File: src/rtl/timer_wavegen.sv
// Waveform/interrupt stage behind the 8-bit timer: turns match and wrap events
// into toggle or PWM outputs, keeps W1C event flags and drives a level irq.
module timer_wavegen (
    input  logic       clk,
    input  logic       rst_n,
    input  logic [7:0] din,
    input  logic [7:0] address,
    input  logic       w_en,
    input  logic       r_en,
    output logic [7:0] dout,
    input  logic [7:0] counter,
    input  logic       match0,
    input  logic       match1,
    output logic       wave0,
    output logic       wave1,
    output logic       irq
);
    localparam logic [7:0] ADDR_CTRL  = 8'h10;
    localparam logic [7:0] ADDR_FLAGS = 8'h11;
    localparam logic [7:0] ADDR_FORCE = 8'h12;

    typedef enum logic [1:0] {
        MODE_OFF     = 2'b00,
        MODE_TOGGLE  = 2'b01,
        MODE_PWM     = 2'b10,
        MODE_PWM_INV = 2'b11
    } mode_e;

    logic [7:0] ctrl_q, ctrl_d;
    logic [2:0] flags_q, flags_d;        // {wf, mf1, mf0}
    logic       ie2_q, ie2_d;
    logic [1:0] s_q, s_d;
    logic [1:0] match_prev_q, match_prev_d;
    logic [7:0] counter_prev_q, counter_prev_d;
    logic [7:0] dout_q, dout_d;
    logic       irq_q, irq_d;

    logic [1:0] mev;
    logic       wev;
    logic       wr_ctrl, wr_flags, wr_force;
    logic [1:0] frc;
    mode_e      mode [2];

    always_comb begin
        mev            = {match1, match0} & ~match_prev_q;
        wev            = (counter == 8'd0) && (counter_prev_q != 8'd0);
        wr_ctrl        = w_en && (address == ADDR_CTRL);
        wr_flags       = w_en && (address == ADDR_FLAGS);
        wr_force       = w_en && (address == ADDR_FORCE);
        frc            = wr_force ? din[1:0] : 2'b00;
        mode[0]        = mode_e'(ctrl_q[1:0]);
        mode[1]        = mode_e'(ctrl_q[3:2]);
        match_prev_d   = {match1, match0};
        counter_prev_d = counter;
        ctrl_d         = wr_ctrl ? din : ctrl_q;
        ie2_d          = wr_flags ? din[3] : ie2_q;
        // Event sets take priority over a coincident write-1-to-clear.
        flags_d        = (flags_q & ~(wr_flags ? din[2:0] : 3'b000)) | {wev, mev};
        irq_d          = |(flags_q[1:0] & ctrl_q[5:4]) | (flags_q[2] & ie2_q);

        // Channel state runs off the current mode; a new mode applies next cycle.
        s_d = s_q;
        for (int i = 0; i < 2; i++) begin
            if (mode[i] == MODE_OFF) begin
                s_d[i] = 1'b0;
            end else if (frc[i]) begin
                s_d[i] = ~s_q[i];
            end else begin
                case (mode[i])
                    MODE_TOGGLE:  if (mev[i]) s_d[i] = ~s_q[i];
                    MODE_PWM:     if (mev[i]) s_d[i] = 1'b0; else if (wev) s_d[i] = 1'b1;
                    MODE_PWM_INV: if (mev[i]) s_d[i] = 1'b1; else if (wev) s_d[i] = 1'b0;
                    default:      s_d[i] = 1'b0;
                endcase
            end
        end

        dout_d = dout_q;
        if (r_en) begin
            case (address)
                ADDR_CTRL:  dout_d = ctrl_q;
                ADDR_FLAGS: dout_d = {4'b0000, ie2_q, flags_q};
                ADDR_FORCE: dout_d = 8'h00;
                default:    dout_d = dout_q;
            endcase
        end
    end

    always_ff @(posedge clk or negedge rst_n) begin
        if (!rst_n) begin
            ctrl_q         <= 8'h00;
            flags_q        <= 3'b000;
            ie2_q          <= 1'b0;
            s_q            <= 2'b00;
            match_prev_q   <= 2'b00;
            counter_prev_q <= 8'h00;
            dout_q         <= 8'h00;
            irq_q          <= 1'b0;
        end else begin
            ctrl_q         <= ctrl_d;
            flags_q        <= flags_d;
            ie2_q          <= ie2_d;
            s_q            <= s_d;
            match_prev_q   <= match_prev_d;
            counter_prev_q <= counter_prev_d;
            dout_q         <= dout_d;
            irq_q          <= irq_d;
        end
    end

    assign wave0 = s_q[0] & ctrl_q[6];
    assign wave1 = s_q[1] & ctrl_q[7];
    assign irq   = irq_q;
    assign dout  = dout_q;
endmodule

File: config.mk
export PLATFORM = sky130hd
export DESIGN_NAME = timer_wavegen
export DESIGN_NICKNAME = d
export VERILOG_FILES = /design/src/rtl/timer_wavegen.sv
export SDC_FILE = /design/constraint.sdc
export NUM_CORES = 1
export LEC_CHECK = 0
export BUFFER_PORTS_ARGS = -buffer_cell sky130_fd_sc_hd__buf_4
export CAP_MARGIN = 40
export CELL_PAD_IN_SITES_DETAIL_PLACEMENT = 1
export CELL_PAD_IN_SITES_GLOBAL_PLACEMENT = 2
export CORE_MARGIN = 5
export CORE_UTILIZATION = 30
export CTS_CLUSTER_DIAMETER = 40
export DETAILED_ROUTE_END_ITERATION = 7
export PLACE_DENSITY = 0.71
export SETUP_SLACK_MARGIN = 0.4
export SYNTH_ARGS = -nofsm -noshare
export SYNTH_HDL_FRONTEND = slang
export SYNTH_SLANG_ARGS = --single-unit
File: constraint.sdc
create_clock -name clk -period 1.55 [get_ports clk]
set_input_delay 0.31 -clock clk [delete_from_list [all_inputs] [get_ports clk]]
set_output_delay 0.31 -clock clk [all_outputs]
set_load 0.02 [all_outputs]
==> reports/results.ini, run 1 <==
[run_status]
run_status = finished clean

[clock_network]
clk_latency_ns = 0.28
root_buffer = clkbuf_8
cts_buffer_depth = 2
numCtsBuffers = 5
clk_pin_slew_ns = 0.07
cts_tree = built
cts.sinks = 33
ctsHtreeMaxLevel = 2

[timing]
report.final.setup_viol = 0
fin_skew_ns = 0.008151
rsz0062_at_grt = yes
fin_crit_sh_pct = 89.12
fmax_mhz = 723.9
hold_viol_final = 0
tightest_slew_ns = 0.4110
drv_slew = 0
max_slew_margin_pct = 72.60
period_needed_ns = 1.381

[final_layout]
final_util_pct = 48.86
n_antenna_cell = 0
fin_area_um2 = 2277
nets = 210
drive_above_1_share_pct = 57.46
areaGrowthSynthToFinish_pct = 59.37
fin_cells = 235

[grt]
met3_usage_pct = 3.968
grt_overflow = 0
grt_use_total_pct = 13.61
first_global_vias = 1372
busiest_layer = met2
grt_max_degree = 34
antenna_found_initial = 0
grt_util_met2_pct = 25.00
use_met1_pct = 14.55
grt_pass1_wl_um = 6555

[setup_path]
cp-end-kind = flip-flop
start_kind = input pin
cp_max_fo = 3
path_cells = buf_4 -> or4_4 -> a211oi_4 -> o21ai_0 -> a211oi_2
critical_path_class = input pin to flip-flop
max_stage_delay_ns = 0.55
arrival_ns = 1.57
slowest_stage = or4_4
critPathRequiredTime_ns = 1.74

[routing]
drc = 0
ant_nets = 0
routed_wl_um = 3980
firstDrtPassIters = 4
vias = 1207
routed_via_density = 5.136
wl_per_cell_um = 16.94
drt_first_iter_violations = 36

[power_and_ir_drop]
finalPower_w = 0.001760
seqPwrFrac_pct = 52.7
clkPwrFrac_pct = 35.4
sw_frac_of_total_pct = 24.89
power_density_nw_per_um2 = 772.8
p_leak_nw = 1.003
intPower_w = 0.001322
vdd_drop_max_uv = 515.5
p_sw_w = 0.0004380
pwr-share-comb_pct = 12.0

[die]
fp-row-count = 25
die_x_um = 79.02
core_area_um2 = 4661
die_h_um = 79.02
io_pins = 41
initial_core_util_pct = 30.66
fp.dieArea_um2 = 6243

[placed_design]
io_buffer_count = 40
dpl.cell_count = 213
globalplace.congestion = 0.7555
place_hpwl_um = 2881
placed_area_um2 = 1899

[logic_synthesis]
synth_cell_types = 35
synth_warnings = 0
synth_edf_count = 0
synthArstFlopShare_pct = 100.0
yosysSeqAreaShare_pct = 57.79
syn-mean-instance-area_um2 = 12.76
syn_inst = 112
syn-num-nets = 142
synth_flop_cell = dfrtp_1
ys_ff_latch = 33
netlist_area_um2 = 1429

[min_path]
hold_class = input pin to flip-flop

[flow_run]
max_cap_viol_count = 0

## flip-flops by register name, indices dropped and copies added (netlist names)
| register | cells |
|---|---|
| flags_q | 3 |
| counter_prev_q | 8 |
| irq | 1 |
| dout | 8 |
| match_prev_q | 2 |
| ie2_q | 1 |
| ctrl_q | 8 |
| s_q | 2 |
## cell usage in the layout, fill, tap and decap left out, types with 2 or more instances in the layout
master,Yosys,final
a211oi_2,2,2
a21boi_0,2,2
a21o_1,3,3
a22o_1,4,4
a22oi_2,0,4
and2_4,0,2
buf_4,1,46
buf_6,0,14
clkbuf_8,0,5
clkinv_2,0,2
dfrtp_1,33,33
mux2_4,0,9
nand2_1,6,5
nand2b_1,2,2
nand3_2,0,4
nand3b_1,2,2
nand4_1,3,3
nand4b_1,3,3
nor2_1,3,3
nor2b_1,3,2
nor4_4,0,4
o21ai_0,6,2
o21ai_1,0,4
o22ai_1,2,2
o2bb2ai_1,2,2
or4_4,1,2
## metrics by stage
stage               worst slack [ns]  setup TNS [ns]  hold slack [ns]
floorplan                    0.06638               0          0.01441
global placement             -0.1329          -1.653           0.2689
detailed placement           -0.1776          -2.283           0.2769
CTS                           0.1399               0           0.1279
global route                  0.1155               0           0.1289
finish                        0.1687               0           0.1438
## worst paths after layout
check	end	slack (ns)	cells after the start	start
setup / recovery	s_q[0]	0.17	5	counter[1]
hold / removal	counter_prev_q[3]	0.14	1	counter[3]
setup reg to reg	s_q[0]	0.21	4	counter_prev_q[5]
hold reg to reg	flags_q[0]	0.54	1	flags_q[0]
max in group asynchronous	match_prev_q[0]	0.75	2	rst_n
min in group asynchronous	dout[5]	0.50	2	rst_n
## per-layer routing
layer / wire [um] / vias to the layer above
li1: - / 564
met1: 1548 / 606
met2: 2159 / 31
met3: 216 / 6
met4: 55 / 0
met5: 0 / -
## power groups by stage
| stage | clock [W] | combinational [W] | sequential, W |
|---|---|---|---|
| floorplan | 0 | 0.0000528 | 0.000933 |
| global placement | 0 | 0.000173 | 0.000933 |
| detailed placement | 0 | 0.000179 | 0.000935 |
| CTS | 0.000653 | 0.000204 | 0.000926 |
| global route | 0.000689 | 0.000229 | 0.000930 |
| finish | 0.000623 | 0.000210 | 0.000927 |
## critical path, delay by kind of cell
family	cells	cell delay, ns
buf+inv	1	0.11
compound gates	3	0.60
simple gates	1	0.55
## final cells by class
cell class                      count  area [um2]
Clock inverter                      3       17.52
Timing Repair Buffer               63       548.0
Inverter                            1       3.754
Fill cell                         481        2384
Sequential cell                    33       825.8
Clock buffer                        5       68.82
Multi-Input combinational cell     76       745.7
Tap cell                           54       67.56
## logic make-up (layout without fill, tap and decap cells)
logic type / after synthesis / after routing / share of synthesized area, %
buf+inv: 3 / 72 / 1.050
mux: 9 / 9 / 7.092
compound gates: 28 / 28 / 14.97
flops: 33 / 33 / 57.79
simple gates: 38 / 38 / 18.48
xor+xnor: 1 / 1 / 0.6131
## cells in the mapped netlist (all sizes together) (3+ instances only)
library cell | instances | area [um2]
nand4b | 3 | 26.28
nand4 | 3 | 18.77
a22o | 4 | 35.03
a22oi | 4 | 30.03
o21ai | 6 | 30.03
mux2 | 9 | 101.3
nand2 | 6 | 22.52
nor4 | 4 | 37.53
nor2b | 3 | 18.77
nand3 | 4 | 20.02
a21o | 3 | 22.52
a211oi | 3 | 32.53
nor2 | 4 | 22.52
dfrtp | 33 | 825.8
## timing repair
item | 4_1_cts | 5_1_grt
endpoints found under the setup margin | 28 | 32
resized for setup | 31 | 10
hold buffers | 1 | 0
hold endpoints to repair | 33 | 0
pin swaps | 16 | 8
buffers inserted | 8 | 5
No activity file was read; power rests on OpenSTA's default activity.
==> run 2: changes to the inputs <==
--- a/config.mk
+++ b/config.mk
@@ -13,6 +13,7 @@
 export CORE_UTILIZATION = 30
 export CTS_CLUSTER_DIAMETER = 40
 export DETAILED_ROUTE_END_ITERATION = 7
+export HOLD_SLACK_MARGIN = 0.15
 export PLACE_DENSITY = 0.71
 export SETUP_SLACK_MARGIN = 0.4
 export SYNTH_ARGS = -nofsm -noshare
==> run 2 against run 1 <==
Net effect:
- via count up 4.3%
- sequential power about the same
- routed wire length up 5.1%
- highest routed layer unchanged
- hold slack better by 0.11 ns
- critical endpoint unchanged
- critical path type unchanged
- setup slack worse by 0.0057 ns
- first-iteration DRC count up 17%
- clock skew about the same
==> reports/results.ini, run 2 (synthesis gave the netlist of run 1 again) <==
[setup_path]
critPathRequiredTime_ns = 1.75
critical_path_class = input pin to flip-flop
cp-end-kind = flip-flop
reg2reg_slack_ns = 0.16
reg2reg_to = s_q[0]
max_stage_delay_ns = 0.55
cp_max_fo = 3
start_kind = input pin
arrival_ns = 1.58
rr_worst_depth = 4
reg2reg_from = counter_prev_q[2]
critical_path.top_delay_family = compound AO/OA/AOI/OAI gates
slowest_stage = or4_4
path_buf_inv = 1
path_cells = buf_4 -> or4_4 -> a211oi_4 -> o21ai_0 -> a211oi_2

[placed_design]
io_buffer_count = 40
place_hpwl_um = 2881
globalplace.congestion = 0.7555

[timing]
fin_crit_sh_pct = 89.49
fin_skew_ns = 0.007958
fmax_mhz = 721.0
hold_viol_final = 0
max_slew_margin_pct = 72.04
tightest_slew_ns = 0.4194
rsz0062_at_grt = yes
report.final.setup_viol = 0
period_needed_ns = 1.387
drv_slew = 0
timing.hold.ws_ns = 0.2535

[min_path]
holdCritStartpoint = din[7]
hold_class = input pin to flip-flop
whs_endpoint = ctrl_q[7]
worstHoldPathCells = 2

[routing]
firstDrtPassIters = 4
routed_wl_um = 4183
drc = 0
drt_first_iter_violations = 42
vias = 1259
routed_via_density = 5.118
wl_per_cell_um = 17.00
ant_nets = 0

[die]
core_area_um2 = 4661
io_pins = 41
fp.dieArea_um2 = 6243
die_x_um = 79.02
fp-row-count = 25
initial_core_util_pct = 30.66
die_h_um = 79.02

[clock_network]
numCtsBuffers = 5
clk_pin_slew_ns = 0.07
root_buffer = clkbuf_8
clk_latency_ns = 0.28
cts_tree = built
cts.sinks = 33
cts_buffer_depth = 2
ctsHtreeMaxLevel = 2

[flow_run]
max_cap_viol_count = 0

[power_and_ir_drop]
vdd_drop_max_uv = 502.9
p_leak_nw = 1.050
finalPower_w = 0.001784
pwr-share-comb_pct = 13.0
p_sw_w = 0.0004452
seqPwrFrac_pct = 52.0
intPower_w = 0.001339
power_density_nw_per_um2 = 747.9
clkPwrFrac_pct = 35.0
sw_frac_of_total_pct = 24.96

[final_layout]
layout_commonest_cell = buf_4
nets = 221
areaGrowthSynthToFinish_pct = 66.90
final_cell_mix = buf_4 (47), dfrtp_1 (33), buf_6 (14)
n_antenna_cell = 0
drive_above_1_share_pct = 54.69
fillers = 470

[grt]
busiest_layer = met2
first_global_vias = 1419
use_met1_pct = 15.43
grt_overflow = 0
met3_usage_pct = 3.968
antenna_found_initial = 0
grt_use_total_pct = 14.32
grt_util_met2_pct = 26.43
grt_max_degree = 34
grt_pass1_wl_um = 6879

[run_status]
run_status = finished clean

[run 2: cell types whose count changed in the layout (fill, tap and decap cells not counted)]
cell	before	now
o21ai_0	2	1
buf_4	46	47
o21ai_1	4	5
dlygate4sd3_1	1	11
[run 2: power by group through the flow]
stage / combinational (W) / clock, W / sequential [W]
after floorplan: 0.0000528 / 0 / 0.000933
after CTS: 0.000223 / 0.000653 / 0.000925
after global placement: 0.000173 / 0 / 0.000933
final: 0.000232 / 0.000625 / 0.000927
after detailed placement: 0.000179 / 0 / 0.000935
after global routing: 0.000252 / 0.000692 / 0.000930
[run 2: worst max path at each step]
stage          cells past startpoint       start  slack [ns]         to
2_1_floorplan                      4  address[5]        0.07  ctrl_q[1]
3_3_place_gp                       5  counter[1]       -0.13     s_q[0]
3_5_place_dp                       5  counter[1]       -0.18     s_q[0]
4_1_cts                            5  address[5]        0.14     s_q[0]
5_1_grt                            6  address[5]        0.12      ie2_q
6_report                           5  counter[0]        0.16     s_q[0]
[run 2: layout make-up]
type | count | area [um2] | share of cell area (%)
flip-flops and latches | 33 | 825.8 | 34.63
multi-input cells | 76 | 745.7 | 31.27
repair buffers | 74 | 655.6 | 27.49
clock buffers | 5 | 68.82 | 2.886
well taps | 54 | 67.56 | 2.833
clock inverters | 3 | 17.52 | 0.7345
inverters | 1 | 3.754 | 0.1574
[run 2: metal layers]
metal,vias up,share of wire (%)
li1,588,-
met1,634,38
met2,31,55
met3,6,5.1
met4,0,1.3
met5,-,0
[run 2: per-stage QoR]
stage | std cells | instance area (um2) | TNS (ns) | worst slack [ns] | util (%)
finish | 246 | 2385 | 0 | 0.1630 | 51.17
global route | 246 | 2385 | 0 | 0.1155 | 51.17
CTS | 240 | 2302 | 0 | 0.1399 | 49.40
detailed placement | 213 | 1899 | -2.283 | -0.1776 | 40.75
global placement | 213 | 1899 | -1.653 | -0.1329 | 40.75
floorplan | 112 | 1489 | 0 | 0.06638 | -
[run 2: what timing repair did]
action                                  CTS  global route
hold buffers                             11             0
endpoints found under the setup margin   28            32
pin swaps                                16            11
gates cloned                              0             0
setup buffers                             8             6
hold endpoints to repair                 43             0
resized for setup                        31            11
